$ cat src/rtl/scramble_dn_loader_if.sv
// Download bus between the HPS ioctl port and the core ROM loader.
// The master drives ioctl_*; the slave returns the registered dn_* write port.
interface scramble_dn_loader_if;
  logic        ioctl_download;
  logic        ioctl_wr;
  logic [24:0] ioctl_addr;
  logic [7:0]  ioctl_dout;
  logic [15:0] dn_addr;
  logic [7:0]  dn_data;
  logic        dn_wr;
  logic [1:0]  dn_region;

  modport master (
    output ioctl_download,
    output ioctl_wr,
    output ioctl_addr,
    output ioctl_dout,
    input  dn_addr,
    input  dn_data,
    input  dn_wr,
    input  dn_region
  );

  modport slave (
    input  ioctl_download,
    input  ioctl_wr,
    input  ioctl_addr,
    input  ioctl_dout,
    output dn_addr,
    output dn_data,
    output dn_wr,
    output dn_region
  );
endinterface

$ cat src/rtl/scramble_dn_loader.sv
// ROM download loader: range-checks HPS bytes, forwards them to the core ROMs,
// and holds the core in reset until a fixed delay after the download ends.
module scramble_dn_loader #(
  parameter logic [15:0] ROM_SIZE  = 16'h6820,
  parameter logic [15:0] SND_BASE  = 16'h4000,
  parameter logic [15:0] GFX_BASE  = 16'h5800,
  parameter logic [15:0] PROM_BASE = 16'h6800,
  parameter int unsigned POST_RST  = 16
) (
  input  logic                     clk,
  input  logic                     RESET_n,
  scramble_dn_loader_if.slave      io,
  output logic                     core_reset,
  output logic                     dn_done,
  output logic                     err_ovf,
  output logic [15:0]              byte_count,
  output logic [7:0]               checksum
);

  typedef enum logic [1:0] {
    IDLE,
    LOAD,
    HOLD,
    RUN
  } state_t;

  localparam logic [7:0] HOLD_INIT = 8'(POST_RST - 1);

  state_t      state_q, state_d;
  logic [7:0]  cnt_q, cnt_d;
  logic [15:0] addr_q, addr_d;
  logic [7:0]  data_q, data_d;
  logic        wr_q, wr_d;
  logic [1:0]  region_q, region_d;
  logic        done_q, done_d;
  logic        ovf_q, ovf_d;
  logic [15:0] count_q, count_d;
  logic [7:0]  sum_q, sum_d;

  logic start;
  logic in_rng;
  logic wr_en;

  function automatic logic [1:0] region_of(input logic [15:0] a);
    if (a >= PROM_BASE)     return 2'd3;
    else if (a >= GFX_BASE) return 2'd2;
    else if (a >= SND_BASE) return 2'd1;
    else                    return 2'd0;
  endfunction

  // HOLD/RUN only see download high on a fresh download,
  // so any non-LOAD state with download high is a rising edge.
  assign start  = (state_q != LOAD) && io.ioctl_download;
  assign in_rng = (io.ioctl_addr[24:16] == 9'd0) &&
                  (io.ioctl_addr[15:0] < ROM_SIZE);
  assign wr_en  = io.ioctl_wr && ((state_q == LOAD) || start);

  always_comb begin
    state_d  = state_q;
    cnt_d    = cnt_q;
    addr_d   = addr_q;
    data_d   = data_q;
    wr_d     = 1'b0;
    region_d = region_q;
    done_d   = done_q;
    ovf_d    = ovf_q;
    count_d  = count_q;
    sum_d    = sum_q;

    if (start) begin
      count_d = 16'd0;
      sum_d   = 8'd0;
      ovf_d   = 1'b0;
      done_d  = 1'b0;
    end

    if (wr_en && in_rng) begin
      wr_d     = 1'b1;
      addr_d   = io.ioctl_addr[15:0];
      data_d   = io.ioctl_dout;
      region_d = region_of(io.ioctl_addr[15:0]);
      if (count_d != 16'hFFFF) count_d = count_d + 16'd1;
      sum_d = sum_d + io.ioctl_dout;
    end else if (wr_en) begin
      ovf_d = 1'b1;
    end

    unique case (state_q)
      IDLE: begin
        if (io.ioctl_download) state_d = LOAD;
      end
      LOAD: begin
        if (!io.ioctl_download) begin
          state_d = HOLD;
          cnt_d   = HOLD_INIT;
        end
      end
      HOLD: begin
        if (io.ioctl_download) begin
          state_d = LOAD;
          cnt_d   = 8'd0;
        end else if (cnt_q == 8'd0) begin
          state_d = RUN;
          done_d  = ~ovf_q;
        end else begin
          cnt_d = cnt_q - 8'd1;
        end
      end
      RUN: begin
        if (io.ioctl_download) state_d = LOAD;
      end
      default: state_d = IDLE;
    endcase
  end

  always_ff @(posedge clk or negedge RESET_n) begin
    if (!RESET_n) begin
      state_q  <= IDLE;
      cnt_q    <= 8'd0;
      addr_q   <= 16'd0;
      data_q   <= 8'd0;
      wr_q     <= 1'b0;
      region_q <= 2'd0;
      done_q   <= 1'b0;
      ovf_q    <= 1'b0;
      count_q  <= 16'd0;
      sum_q    <= 8'd0;
    end else begin
      state_q  <= state_d;
      cnt_q    <= cnt_d;
      addr_q   <= addr_d;
      data_q   <= data_d;
      wr_q     <= wr_d;
      region_q <= region_d;
      done_q   <= done_d;
      ovf_q    <= ovf_d;
      count_q  <= count_d;
      sum_q    <= sum_d;
    end
  end

  assign io.dn_addr   = addr_q;
  assign io.dn_data   = data_q;
  assign io.dn_wr     = wr_q;
  assign io.dn_region = region_q;
  assign core_reset   = (state_q != RUN);
  assign dn_done      = done_q;
  assign err_ovf      = ovf_q;
  assign byte_count   = count_q;
  assign checksum     = sum_q;

endmodule

$ cat src/flat_wrapper.sv
// flat-port wrapper written by rule: the top's interface ports become plain ports
module scramble_dn_loader_flat 
#(
  parameter logic [15:0] ROM_SIZE  = 16'h6820,
  parameter logic [15:0] SND_BASE  = 16'h4000,
  parameter logic [15:0] GFX_BASE  = 16'h5800,
  parameter logic [15:0] PROM_BASE = 16'h6800,
  parameter int unsigned POST_RST  = 16
)
  (clk, RESET_n, core_reset, dn_done, err_ovf, byte_count, checksum, io_ioctl_download, io_ioctl_wr, io_ioctl_addr, io_ioctl_dout, io_dn_addr, io_dn_data, io_dn_wr, io_dn_region);
  scramble_dn_loader_if io_i ();
  input  logic clk;
  input  logic RESET_n;
  output logic core_reset;
  output logic dn_done;
  output logic err_ovf;
  output logic [15:0] byte_count;
  output logic [7:0] checksum;
  input wire logic [$bits(io_i.ioctl_download)-1:0] io_ioctl_download;
  input wire logic [$bits(io_i.ioctl_wr)-1:0] io_ioctl_wr;
  input wire logic [$bits(io_i.ioctl_addr)-1:0] io_ioctl_addr;
  input wire logic [$bits(io_i.ioctl_dout)-1:0] io_ioctl_dout;
  output wire logic [$bits(io_i.dn_addr)-1:0] io_dn_addr;
  output wire logic [$bits(io_i.dn_data)-1:0] io_dn_data;
  output wire logic [$bits(io_i.dn_wr)-1:0] io_dn_wr;
  output wire logic [$bits(io_i.dn_region)-1:0] io_dn_region;
  assign io_i.ioctl_download = io_ioctl_download;
  assign io_i.ioctl_wr = io_ioctl_wr;
  assign io_i.ioctl_addr = io_ioctl_addr;
  assign io_i.ioctl_dout = io_ioctl_dout;
  assign io_dn_addr = io_i.dn_addr;
  assign io_dn_data = io_i.dn_data;
  assign io_dn_wr = io_i.dn_wr;
  assign io_dn_region = io_i.dn_region;
  scramble_dn_loader #(.ROM_SIZE(ROM_SIZE), .SND_BASE(SND_BASE), .GFX_BASE(GFX_BASE), .PROM_BASE(PROM_BASE), .POST_RST(POST_RST)) u_core (.clk(clk), .RESET_n(RESET_n), .io(io_i), .core_reset(core_reset), .dn_done(dn_done), .err_ovf(err_ovf), .byte_count(byte_count), .checksum(checksum));
endmodule
$ cat config.mk
export PLATFORM = sky130hd
export DESIGN_NAME = scramble_dn_loader_flat
export DESIGN_NICKNAME = d
export VERILOG_FILES = /design/src/rtl/scramble_dn_loader_if.sv /design/src/rtl/scramble_dn_loader.sv /design/src/flat_wrapper.sv
export SDC_FILE = /design/constraint.sdc
export NUM_CORES = 1
export LEC_CHECK = 0
export BUFFER_PORTS_ARGS = -buffer_cell sky130_fd_sc_hd__buf_2
export CAP_MARGIN = 10
export CORE_MARGIN = 1.5
export CORE_UTILIZATION = 53
export CTS_CLUSTER_DIAMETER = 200
export DETAILED_ROUTE_END_ITERATION = 16
export PLACE_DENSITY = 0.8
export SLEW_MARGIN = 40
export SYNTH_ARGS = -nofsm -noshare
export SYNTH_HDL_FRONTEND = slang
export SYNTH_SLANG_ARGS = --single-unit
$ cat constraint.sdc
create_clock -name clk -period 3.41 [get_ports clk]
set_clock_uncertainty 0.15 [all_clocks]
set_input_delay 0.341 -clock clk [delete_from_list [all_inputs] [get_ports clk]]
set_output_delay 0.341 -clock clk [all_outputs]
set_load 0.005 [all_outputs]
; ---- Word-level counts from Yosys, hierarchy flattened
; Index checks and enable logic that the tools add are counted.
[totals]
ff_bits = 63
inputBits = 37
output_inout_bits = 54
wordCells = 65
[classes]
addsub = 3
magnitude_cmp = 4
eq_ne = 10
mux = 25
bitwise_logic = 1
reduce_logical = 12
[ops]
columns = op, count
row1 = $ge A16 B15 Y1 const B, 3
row2 = $mux W16, 3
row3 = $mux W8, 5
row4 = $add A16 B1 Y16 const B, 1
row5 = $lt A16 B15 Y1 const B, 1
row6 = $ne A16 B16 Y1 const B, 1
row7 = $pmux W8 S2, 1
row8 = $mux W2, 6
row9 = $logic_not A9 Y1, 1
row10 = $mux W1, 9
row11 = $add A8 B8 Y8, 1
row12 = $logic_not A8 Y1, 1
row13 = $sub A8 B1 Y8 const B, 1
row14 = $pmux W2 S3, 1
row15 = $reduce_and A3 Y1, 2
row16 = $eq A2 B2 Y1 const B, 2
row17 = $logic_and A1 B1 Y1, 4
row18 = $ne A2 B1 Y1 const B, 2
row19 = $ne A2 B2 Y1 const B, 2
row20 = $ne A3 B2 Y1 const B, 1
row21 = $ne A3 B3 Y1 const B, 1
row22 = $eq A2 B1 Y1 const B, 1
row23 = $logic_not A2 Y1, 1
row24 = $reduce_bool A2 Y1, 1
row25 = other kinds (3), 3

; ---- Longest topological paths before layout
; Gate-level depths: netlist of run 1.
[depth]
word_depth = 6
ltp_mapped = 15
ltp_nobuf = 13

; ---- Worst setup path after synthesis of run 1
; Ideal clock, no wire load.
[synth_path]
path_kind = register to register
startpoint = reg u_core.state_q[1]
endpoint = reg u_core.sum_q[7] (netlist: u_core.checksum[7])
setup_ns = 0.080
arrival_time_ns = 2.699
t_required_ns = 3.180
path_slack_ns = 0.481
path_stages_with_launch = 16
n_path_buf = 3
period_less_slack_ns = 2.929
cell_sequence = dfrtp_1 > inv_1 > ha_1 > buf_6 > nand2b_1 > buf_2 > clkbuf_1 > nand2_1 > inv_1 > ha_1 > a21oi_1 > nand3b_1 > a21boi_0 > o41ai_1 > mux2i_1 > xnor2_1
[synth_between]
elab_chain_cells = 6
word_cells_on_any_way = 9
classes_between = add/sub: 1 / eq/ne: 2 / mux: 2 / reduce/logical: 4
[synth_lines]
columns = item, line_no
row1 = from (decl), scramble_dn_loader.sv:29  ; state_t state_q, state_d;
row2 = from (signal assigned), scramble_dn_loader.sv:129  ; state_q <= state_d;
row3 = "parallel branches: the longest is 5 deep, another holds $add A8 B8 Y8", n/a
row4 = $mux W8 *, scramble_dn_loader.sv:77  ; if (wr_en && in_rng) begin
row5 = net u_core.sum_d[7], scramble_dn_loader.sv:38  ; logic [7:0] sum_q, sum_d;
row6 = to (signal assigned), scramble_dn_loader.sv:138  ; sum_q <= sum_d;
row7 = to (decl), scramble_dn_loader.sv:38
; Mark *: on every way through the listed nets, which the timed path passes.
; A chain may end at the register's enable or synchronous reset.

; ---- Final worst setup path of run 1
; Ends and elaborated chain as after synthesis.

==> results of run 1 <==
power by group:
group | internal [mW] | switching [mW]
Clock | 0.338 | 0.317
Combinational | 0.179 | 0.293
Sequential | 0.810 | 0.0591
tightest hold or removal path, cell delays in order:
cell and delay, ns:
buf_2 0.07, nand2_1 0.04, nand2_1 0.04
metal layers:
layer,track usage,vias up
li1,-,1412
met1,0.324,1370
met2,0.355,87
met3,0.0497,13
met4,0.100,0
met5,0,-
area by class of cell:
| cell class | count | share of cell area |
|---|---|---|
| multi-input combinational | 271 | 0.416 |
| sequential | 63 | 0.381 |
| timing repair buffer | 95 | 0.119 |
| clock buffer | 9 | 0.0300 |
| tap | 77 | 0.0233 |
| clock inverter | 7 | 0.0179 |
| inverter | 13 | 0.0121 |
state kept, by name (all words and copies together) (netlist names):
register             cells
u_core.byte_count       16
u_core.io.dn_addr       16
u_core.checksum          8
u_core.cnt_q             8
u_core.io.dn_data        8
u_core.io.dn_region      2
u_core.state_q           2
u_core.dn_done           1
u_core.err_ovf           1
u_core.io.dn_wr          1
worst min path at each step:
| stage | start | end | slack, ns | cells after the start |
|---|---|---|---|---|
| 2_1_floorplan | RESET_n | u_core.byte_count[0]$_DFF_PN0_ | -0.10 | 0 |
| 3_3_place_gp | RESET_n | u_core.cnt_q[4]$_DFFE_PN0P_ | 0.30 | 1 |
| 3_5_place_dp | RESET_n | u_core.cnt_q[4]$_DFFE_PN0P_ | 0.31 | 1 |
| 4_1_cts | io_ioctl_addr[4] | u_core.io.dn_addr[4]$_DFFE_PN0P_ | 0.02 | 3 |
| 5_1_grt | io_ioctl_addr[4] | u_core.io.dn_addr[4]$_DFFE_PN0P_ | 0.02 | 3 |
| 6_report | io_ioctl_addr[1] | u_core.io.dn_addr[1]$_DFFE_PN0P_ | 0.03 | 3 |
synthesized netlist by cell type, types with 2 or more instances:
cell type and count:
dfrtp_1 63, o22ai_1 2, nor4_4 3, inv_1 12, nand4b_1 4, a21oi_1 12, nand3_1 9, buf_2 4
xor2_1 16, clkbuf_1 6, ha_1 14, nor3_1 2, nand2_1 90, and3_1 2, o41ai_1 2, or3_1 3
a21boi_0 2, nand3b_1 2, xnor2_1 3, a21o_1 2, nor2_1 26, and2_1 8, nor4_2 2, mux2i_1 3
nand4_1 6, mux2_2 2, a31oi_1 2, nand2b_1 3, o21a_1 3, o21ai_0 17, nor2b_1 3, buf_6 3
cell families (layout without fill, tap and decap cells):
group / after synthesis / count (layout) / synth area share
and+or+nand+nor: 178 / 178 / 0.280
DFF: 63 / 63 / 0.461
AOI/OAI and AO/OA: 53 / 53 / 0.0983
buffers and inverters: 26 / 124 / 0.0369
xor gates and xnor gates: 19 / 19 / 0.0486
adders and majority gates: 15 / 15 / 0.0570
muxes: 6 / 6 / 0.0186
through the flow:
stage | total power, mW | instance area [um^2]
final | 2.00 | 4130
after global routing | 2.10 | 4130
after CTS | 2.01 | 4130
after detailed placement | 1.35 | 3920
after global placement | 1.32 | 3920
after floorplan | 1.21 | 3420
==> metrics.md, run 1 <==
| Metric | Value |
|---|---|
| Outcome | completed |
| Final max-slew violation count | 0 |
| Number of H-tree levels | 3 |
| Yosys warning count | 0 |
| Final Non-Filler Cells | about 540 |
| Die Footprint | 6950 um^2 |
| First-pass iteration count of the detailed router | 4 |
| Crit Reg-Reg Endpoint | u_core.checksum[7]$_DFF_PN0_ |
| Final hold violations | 0 |
| Met3 WL | 421 um |
| Total grt overflow | 0 |
| Final #Nets | 505 |
| Highest metal used | met4 |
| Setup violators final | 0 |
| Area contributors post-synth | dfrtp_1 (46%), nand2_1 (9.9%), ha_1 (5.1%), xor2_1 (4.1%), nor2_1 (2.9%) |
| TritonCTS clock tree | done |
| Crit path cell chain | inv_1 > ha_1 > nand2b_1 > nand2_1 > inv_1 > ha_1 > a21oi_1 > nand3b_1 > a21boi_0 > o41ai_1 > mux2i_1 > xnor2_1 |
| Initial DRC count | 125 |
| Post-cts repair resize count | 0 |
| Critical path capture point type | flop |
| HP Class | input port to flop |
| Max clock buf depth | 2 |
| Register area | 1580 um^2 |
| Post-CTS setup buffer count | 0 |
| VDD IR max | around 0.34 mV |
| Slowest CP cell | dfrtp_1 |
| Pwr/cell area | 483 nW/um^2 |
| Worst Path Buf+Inv | 2 |
| Core area | 6280 um^2 |
| Area of the multi-input gates | 1720 um^2 |
| Worst Max-Slew Pin Slew | around 0.5 ns |
| Gp weighted congestion | 0.817 |
| Post-synth EDFFs | 0 |
| Highest-count cells in the layout ignoring fill and taps | nand2_1 (90), buf_2 (89), dfrtp_1 (63) |
| I/O pins | between 90 and 100 |
| Synth unique cells | 61 |
| Crit path required time | 3.54 ns |
| Mean Syn Cell Area | 9.51 um^2 |
| Max Cap Viol | 0 |
| Vias per inst | 5.39 |
| Number of global-route vias before repair | 2782 |
| Drt wl/cell | 14.4 um |
| Largest net degree at the start of global routing | 37 |
| Routed length on met1 | 3.66 mm |
| Static leakage | 2.19 nW |
| Share of cells above drive strength 1 | 0.288 |
| Cell row count | 29 |
| RR Startpoint | u_core.state_q[1]$_DFFE_PN0P_ |
| Worst path depth | 12 |
| Setup TNS | 0 ns |
| Mapped Cells | between 300 and 400 |
| Commonest non-fill, non-tap cell in the layout | nand2_1 |
| Seq/Total Area, Yosys | 0.461 |
| RSZ-0062 raised after global routing | no |
| Cell area after synthesis | 3420 um^2 |
| Setup crit end | u_core.checksum[7]$_DFF_PN0_ |
| Synth Flop Type | dfrtp_1 |
| Clk pin slew, worst setup/hold paths | roughly 0.080 ns |
| P&R area growth vs syn | 20.8% |
| All-Layer GR Usage | 0.233 |
| Worst-path maximum fanout | 9 |
| Syn_nets | about 410 |
| Relative slew slack | 0.666 |
| Routed wl met2 | 3.50 mm |
| Maximum clock rate | 341 MHz |
| Share of the synthesized area in the top cell type | 0.461 |
| Die X | 83.4 um |
| Period utilization | 0.860 |
| Dpl cells | 518 |
| Worst-case reg-to-reg path depth | 12 |
| Ys async rst share | 1.00 |
| CP arrival | 3.06 ns |
| Detail Route Antenna Nets | 0 |
| Util after Layout | 0.659 |
| Yosys reg bits | 63 |
| Crit path largest cell delay | 0.37 ns |
| Chip height | between 80 and 90 um |
| Pre-CTS WS | 0.460 ns |
| Clk sink count | 63 |
| CTS Hold Buffers Added | 1 |
| Fin Hold WS | between 0.02 and 0.03 ns |
| Worst setup path startpoint | u_core.state_q[1]$_DFFE_PN0P_ |
| Antenna violations before repair | 0 |
| Cts bufs inserted | 9 |
| Worst skew pair latency | 0.35 ns |
| Critical path launch point type | flop |
| Routed Wire Length | 7.73 mm |
| Delay-heaviest family, CP | compound AO/OA/AOI/OAI gates |
| CTS root buf | clkbuf_8 |
| Starting Density | 0.545 |
| Drt drc | 0 |
| Worst reg-to-reg setup slack | 0.48 ns |
| Via count | 2882 |
| Hpwl dp | 5.58 mm |
| ANT cells | 0 |
| Final Worst Setup Slack | 0.476 ns |
| CP Class | flop to flop |
| Largest area contributor in the netlist | dfrtp_1 |
| Post-layout min period | approximately 2.9 ns |
| Port-buffer cells | 90 |
| Final-layout fill cell count | 549 |
| First-pass GRT wire length | 13.0 mm |
Power figures use the tool's default switching activity.
==> inputs of run 2 (changes only) <==
--- a/config.mk
+++ b/config.mk
@@ -8,10 +8,10 @@
 export BUFFER_PORTS_ARGS = -buffer_cell sky130_fd_sc_hd__buf_2
 export CAP_MARGIN = 10
 export CORE_MARGIN = 1.5
-export CORE_UTILIZATION = 53
+export CORE_UTILIZATION = 57
 export CTS_CLUSTER_DIAMETER = 200
 export DETAILED_ROUTE_END_ITERATION = 16
-export PLACE_DENSITY = 0.8
+export PLACE_DENSITY = 0.85
 export SLEW_MARGIN = 40
 export SYNTH_ARGS = -nofsm -noshare
 export SYNTH_HDL_FRONTEND = slang
==> constraint.sdc (replaced) <==
create_clock -name clk -period 3.5 [get_ports clk]
set_clock_uncertainty 0.15 [all_clocks]
set_input_delay 0.35 -clock clk [delete_from_list [all_inputs] [get_ports clk]]
set_output_delay 0.35 -clock clk [all_outputs]
set_load 0.005 [all_outputs]
==> metrics.md, run 2 (synthesis results as in run 1) <==
| Metric | Value |
|---|---|
| Port-buffer cells | 90 |
| CP Class | flop to flop |
| CP arrival | 2.97 ns |
| Hpwl dp | ~5.6 mm |
| Via count | slightly below 3000 |
| Overall Power | 2.02 mW |
| HP Class | input port to flop |
| Share of cells above drive strength 1 | 0.288 |
| Routed Wire Length | 7.75 mm |
| Antenna violations before repair | 0 |
| All-Layer GR Usage | 0.256 |
| Cell row count | 28 |
| VDD IR max | approximately 0.34 mV |
| Final Worst Setup Slack | just over 0.6 ns |
| Static leakage | 2.20 nW |
| Starting Density | 0.585 |
| Period utilization | 0.823 |
| Highest-count cells in the layout ignoring fill and taps | nand2_1 (90), buf_2 (89), dfrtp_1 (63) |
| Number of global-route vias before repair | 2795 |
| Post-CTS setup buffer count | 0 |
| Critical path launch point type | flop |
| Pwr/cell area | approximately 490 nW/um^2 |
| CTS root buf | clkbuf_8 |
| RSZ-0062 raised after global routing | no |
| Vias per inst | 5.52 |
| Final hold violations | 0 |
| Drt wl/cell | 14.5 um |
| Number of H-tree levels | 3 |
| Core area | between 5000 and 6000 um^2 |
| Met1 GRT Util | 0.342 |
| Setup TNS | 0 ns |
| Grt met3 use | 0.0648 |
| Max clock buf depth | 2 |
| Pre-CTS WS | 0.677 ns |
| Grt peak-use layer | met2 |
| Relative slew slack | 0.630 |
| Final max-slew violation count | 0 |
| Setup violators final | 0 |
| Clk sink count | 63 |
| Gp weighted congestion | 0.851 |
| First-pass GRT wire length | 12.8 mm |
| I/O pins | around 90 |
| Final #Nets | 505 |
| Crit path required time | between 3 and 4 ns |
| First-pass iteration count of the detailed router | 4 |
| CTS Hold Buffers Added | 1 |
| TritonCTS clock tree | done |
| Post-cts repair resize count | 0 |
| Post-layout min period | approximately 2.9 ns |
| ANT cells | 0 |
| Detail Route Antenna Nets | 0 |
| Max Cap Viol | 0 |
| Largest net degree at the start of global routing | 44 |
| Cts bufs inserted | 9 |
| Worst Max-Slew Pin Slew | 0.556 ns |
| Worst skew pair latency | 0.34 ns |
| Met2 Use GR | 0.404 |
| P&R area growth vs syn | 21.4% |
| Initial DRC count | 134 |
| Outcome | completed |
| Critical path capture point type | flop |
| Worst-path maximum fanout | 7 |
| Die Footprint | 6480 um^2 |
| Chip height | 80.5 um |
| Drt drc | 0 |
| Total grt overflow | 0 |
| Maximum clock rate | 347 MHz |
| Clk pin slew, worst setup/hold paths | 0.08 ns |
| Die X | between 80 and 90 um |
| Commonest non-fill, non-tap cell in the layout | nand2_1 |
==> run 2: cell types whose count changed in the layout (fill, tap and decap cells not counted), sizes merged <==
cell and delta:
clkinvlp +1, clkinv -2, bufinv +1
==> run 2: cell type report <==
type | instances | area [um^2]
inverter | 13 | 50.0
tap | 75 | 93.8
sequential | 63 | 1580
fill | 454 | 1700
multi-input combinational | 271 | 1720
clock inverter | 7 | 97.6
clock buffer | 9 | 124
timing repair buffer | 95 | 493
==> run 2: metrics by stage <==
step           cells  cell area, um^2   util  hold slack (ns)
3_5_place_dp     516             3920  0.671            0.225
5_1_grt          533             4160  0.710           0.0566
3_3_place_gp     516             3920  0.670            0.307
4_1_cts          533             4160  0.710           0.0493
6_report         533             4160  0.710           0.0547
2_1_floorplan    360             3420      -          -0.0956
==> run 2: critical path, stage by stage, from the launching register on <==
cell      delay [ns]
dfrtp_1         0.40
inv_1           0.10
ha_1            0.16
nand2b_1        0.23
and2_1          0.18
ha_1            0.16
inv_1           0.06
fa_1            0.40
nor2b_1         0.13
o21a_1          0.13
o21ai_0         0.07
a21boi_0        0.30
nor3_1          0.10
o31ai_1         0.22
==> run 2: metal layers <==
metal / up-vias / share of wire
met5: - / 0
met4: 0 / 0.014
met3: 10 / 0.069
met2: 103 / 0.48
met1: 1414 / 0.43
li1: 1415 / -
==> run 2: path summary, 6_finish.rpt <==
path | start | end | slack (ns) | depth (start not counted)
setup / recovery | u_core.state_q[1]$_DFFE_PN0P_ | u_core.checksum[6]$_DFF_PN0_ | 0.62 | 13
hold / removal | io_ioctl_addr[1] | u_core.io.dn_addr[1]$_DFFE_PN0P_ | 0.05 | 3
setup reg to reg | u_core.state_q[1]$_DFFE_PN0P_ | u_core.checksum[6]$_DFF_PN0_ | 0.62 | 13
hold reg to reg | u_core.io.dn_data[0]$_DFFE_PN0P_ | u_core.io.dn_data[0]$_DFFE_PN0P_ | 0.33 | 2
max in group asynchronous | RESET_n | u_core.io.dn_addr[5]$_DFFE_PN0P_ | 2.23 | 3
min in group asynchronous | RESET_n | u_core.checksum[5]$_DFF_PN0_ | 0.40 | 2
==> run 2: power breakdown <==
group          switching (mW)  internal [mW]
Sequential             0.0589          0.789
Clock                   0.304          0.402
Combinational           0.289          0.175
==> inputs of run 3 (changes only) <==
--- a/config.mk
+++ b/config.mk
@@ -8,10 +8,10 @@
 export BUFFER_PORTS_ARGS = -buffer_cell sky130_fd_sc_hd__buf_2
 export CAP_MARGIN = 10
 export CORE_MARGIN = 1.5
-export CORE_UTILIZATION = 57
+export CORE_UTILIZATION = 53
 export CTS_CLUSTER_DIAMETER = 200
 export DETAILED_ROUTE_END_ITERATION = 16
-export PLACE_DENSITY = 0.85
+export PLACE_DENSITY = 0.8
 export SLEW_MARGIN = 40
 export SYNTH_ARGS = -nofsm -noshare
 export SYNTH_HDL_FRONTEND = slang
==> constraint.sdc (replaced) <==
create_clock -name clk -period 2.93 [get_ports clk]
set_clock_uncertainty 0.15 [all_clocks]
set_input_delay 0.293 -clock clk [delete_from_list [all_inputs] [get_ports clk]]
set_output_delay 0.293 -clock clk [all_outputs]
set_load 0.005 [all_outputs]
==> metrics.md, run 3 (synthesis results as in run 1) <==
| Metric | Value |
|---|---|
| Outcome | completed |
| Total grt overflow | 0 |
| All-Layer GR Usage | 0.244 |
| Static leakage | 2.23 nW |
| Clk pin slew, worst setup/hold paths | about 0.070 ns |
| Worst-case reg-to-reg path depth | 12 |
| Slowest CP cell | dfrtp_1 |
| CP Class | flop to flop |
| Clock power frac | 0.296 |
| Largest net degree at the start of global routing | 64 |
| Pre-CTS WS | between 0.06 and 0.07 ns |
| Port-buffer cells | 90 |
| Worst setup path startpoint | u_core.state_q[1]$_DFFE_PN0P_ |
| Final #Nets | 517 |
| Pwr/cell area | 531 nW/um^2 |
| Fin Hold WS | about 0.018 ns |
| Vias per inst | 5.45 |
| Period utilization | 0.941 |
| Crit path cell chain | inv_1 > ha_1 > nand2b_4 > nand2_2 > inv_1 > ha_1 > a21oi_2 > nand3b_1 > a21boi_0 > o41ai_2 > mux2i_1 > xnor2_1 |
| Starting Density | 0.545 |
| Chip height | 83.4 um |
| Critical path launch point type | flop |
| Critical path capture point type | flop |
| Worst path depth | 12 |
| First-pass GRT wire length | around 14 mm |
| Drt drc | 0 |
| Hpwl dp | 5.62 mm |
| Maximum clock rate | 363 MHz |
| P_int | about 1.5 mW |
| Die Footprint | between 6000 and 7000 um^2 |
| Worst-path maximum fanout | 8 |
| ANT cells | 0 |
| I/O pins | slightly above 90 |
| Post-DP Area | 3950 um^2 |
| Crit path required time | a little over 3 ns |
| Overall Power | 2.25 mW |
| Util after Layout | 0.676 |
| RR Startpoint | u_core.state_q[1]$_DFFE_PN0P_ |
| Detail Route Antenna Nets | 0 |
| Clk sink count | 63 |
| Post-layout min period | between 2 and 3 ns |
| Crit path largest cell delay | 0.39 ns |
| Commonest non-fill, non-tap cell in the layout | buf_2 |
| First-pass iteration count of the detailed router | 4 |
| Initial DRC count | 124 |
| Cell row count | 29 |
| Worst Path Buf+Inv | 2 |
| Hold depth | 3 |
| Worst skew pair latency | approximately 0.34 ns |
| HP Class | input port to flop |
| Worst Max-Slew Pin Slew | 0.591 ns |
| Gp weighted congestion | between 0.8 and 0.9 |
| Final hold violations | 0 |
| Final max-slew violation count | 0 |
| Relative slew slack | 0.606 |
| Max clock buf depth | 2 |
| Antenna violations before repair | 0 |
| Final-layout fill cell count | 503 |
| Setup violators final | 0 |
| Final Worst Setup Slack | 0.173 ns |
| VDD IR max | between 0.3 and 0.4 mV |
| Drt wl/cell | ~15 um |
| Sw Ratio | 0.344 |
| Startpoint of the worst hold path | io_ioctl_dout[5] |
| Area of the multi-input gates | 1740 um^2 |
| Number of H-tree levels | 3 |
| Routed Wire Length | ~8 mm |
| Share of cells above drive strength 1 | 0.294 |
| Die X | 83.4 um |
| Net switching power | around 780 uW |
| P&R area growth vs syn | 23.9% |
| Cts bufs inserted | 9 |
| Highest-count cells in the layout ignoring fill and taps | buf_2 (90), nand2_1 (89), dfrtp_1 (63) |
| Sequential cell fraction of total power | 0.450 |
| CTS root buf | clkbuf_8 |
| Number of global-route vias before repair | 2898 |
| Delay-heaviest family, CP | compound AO/OA/AOI/OAI gates |
| TritonCTS clock tree | done |
| Max Cap Viol | 0 |
| Via count | 2973 |
| Combinational power share | 0.254 |
| Core area | between 6000 and 7000 um^2 |
| Register area | 1580 um^2 |
| CP arrival | ~2.9 ns |
| Cell area after layout | 4240 um^2 |
run 3: changes by cell type in the layout (fill, tap and decap cells not counted), sizes merged:
cell	change
clkinvlp	+2
clkinv	-2
bufinv	-2
buf	+3
inv	+1
dlygate4sd3	+9
run 3: power groups by stage:
| stage | Combinational [mW] | Sequential, mW | Clock (mW) |
|---|---|---|---|
| after floorplan | 0.392 | 1.01 | 0 |
| after global placement | 0.523 | 1.02 | 0 |
| after detailed placement | 0.549 | 1.03 | 0 |
| after CTS | 0.560 | 1.01 | 0.681 |
| after global routing | 0.647 | 1.02 | 0.716 |
| final | 0.572 | 1.01 | 0.668 |
run 3: worst register-to-register path, cell delays in order, from the launching register on:
cell	delay (ns)
dfrtp_1	0.39
inv_1	0.08
ha_1	0.20
nand2b_4	0.18
nand2_2	0.10
inv_1	0.06
ha_1	0.29
a21oi_2	0.17
nand3b_1	0.12
a21boi_0	0.14
o41ai_2	0.37
mux2i_1	0.27
xnor2_1	0.14
run 3: per-layer routing:
layer / share of wire / vias up / routed length (um) / global-route usage
met3: 0.058 / 18 / 466 / 0.0666
met5: 0 / - / 0 / 0
li1: - / 1435 / - / -
met2: 0.48 / 94 / 3860 / 0.396
met4: 0.022 / 0 / 175 / 0.103
met1: 0.44 / 1426 / 3580 / 0.307
run 3: area by class of cell:
type | count | share of cell area
Timing Repair Buffer | 107 | 0.143
Clock buffer | 9 | 0.0292
Tap cell | 77 | 0.0227
Sequential cell | 63 | 0.372
Inverter | 13 | 0.0118
Clock inverter | 6 | 0.0112
Multi-Input combinational cell | 271 | 0.410
run 3: through the flow:
stage | instances | setup TNS, ns
CTS | 546 | 0
global route | 546 | -0.0144
finish | 546 | 0
detailed placement | 521 | 0
global placement | 521 | 0
floorplan | 360 | 0
run 3: final timing paths:
check                                                        end  slack (ns)
max in group asynchronous        u_core.byte_count[13]$_DFF_PN0_        1.80
worst max register to register      u_core.checksum[7]$_DFF_PN0_        0.17
worst min register to register  u_core.io.dn_addr[0]$_DFFE_PN0P_        0.32
worst max-delay path                u_core.checksum[7]$_DFF_PN0_        0.17
min in group asynchronous            u_core.cnt_q[7]$_DFFE_PN0P_        0.39
worst min-delay path            u_core.io.dn_data[5]$_DFFE_PN0P_        0.02
run 3: what timing repair did:
item / in CTS / in global routing
buffers inserted: 0 / 0
gates resized for setup: 0 / 6
endpoints found under the hold margin: 65 / 0
hold buffers: 10 / 0
endpoints found under the setup margin: 0 / 3
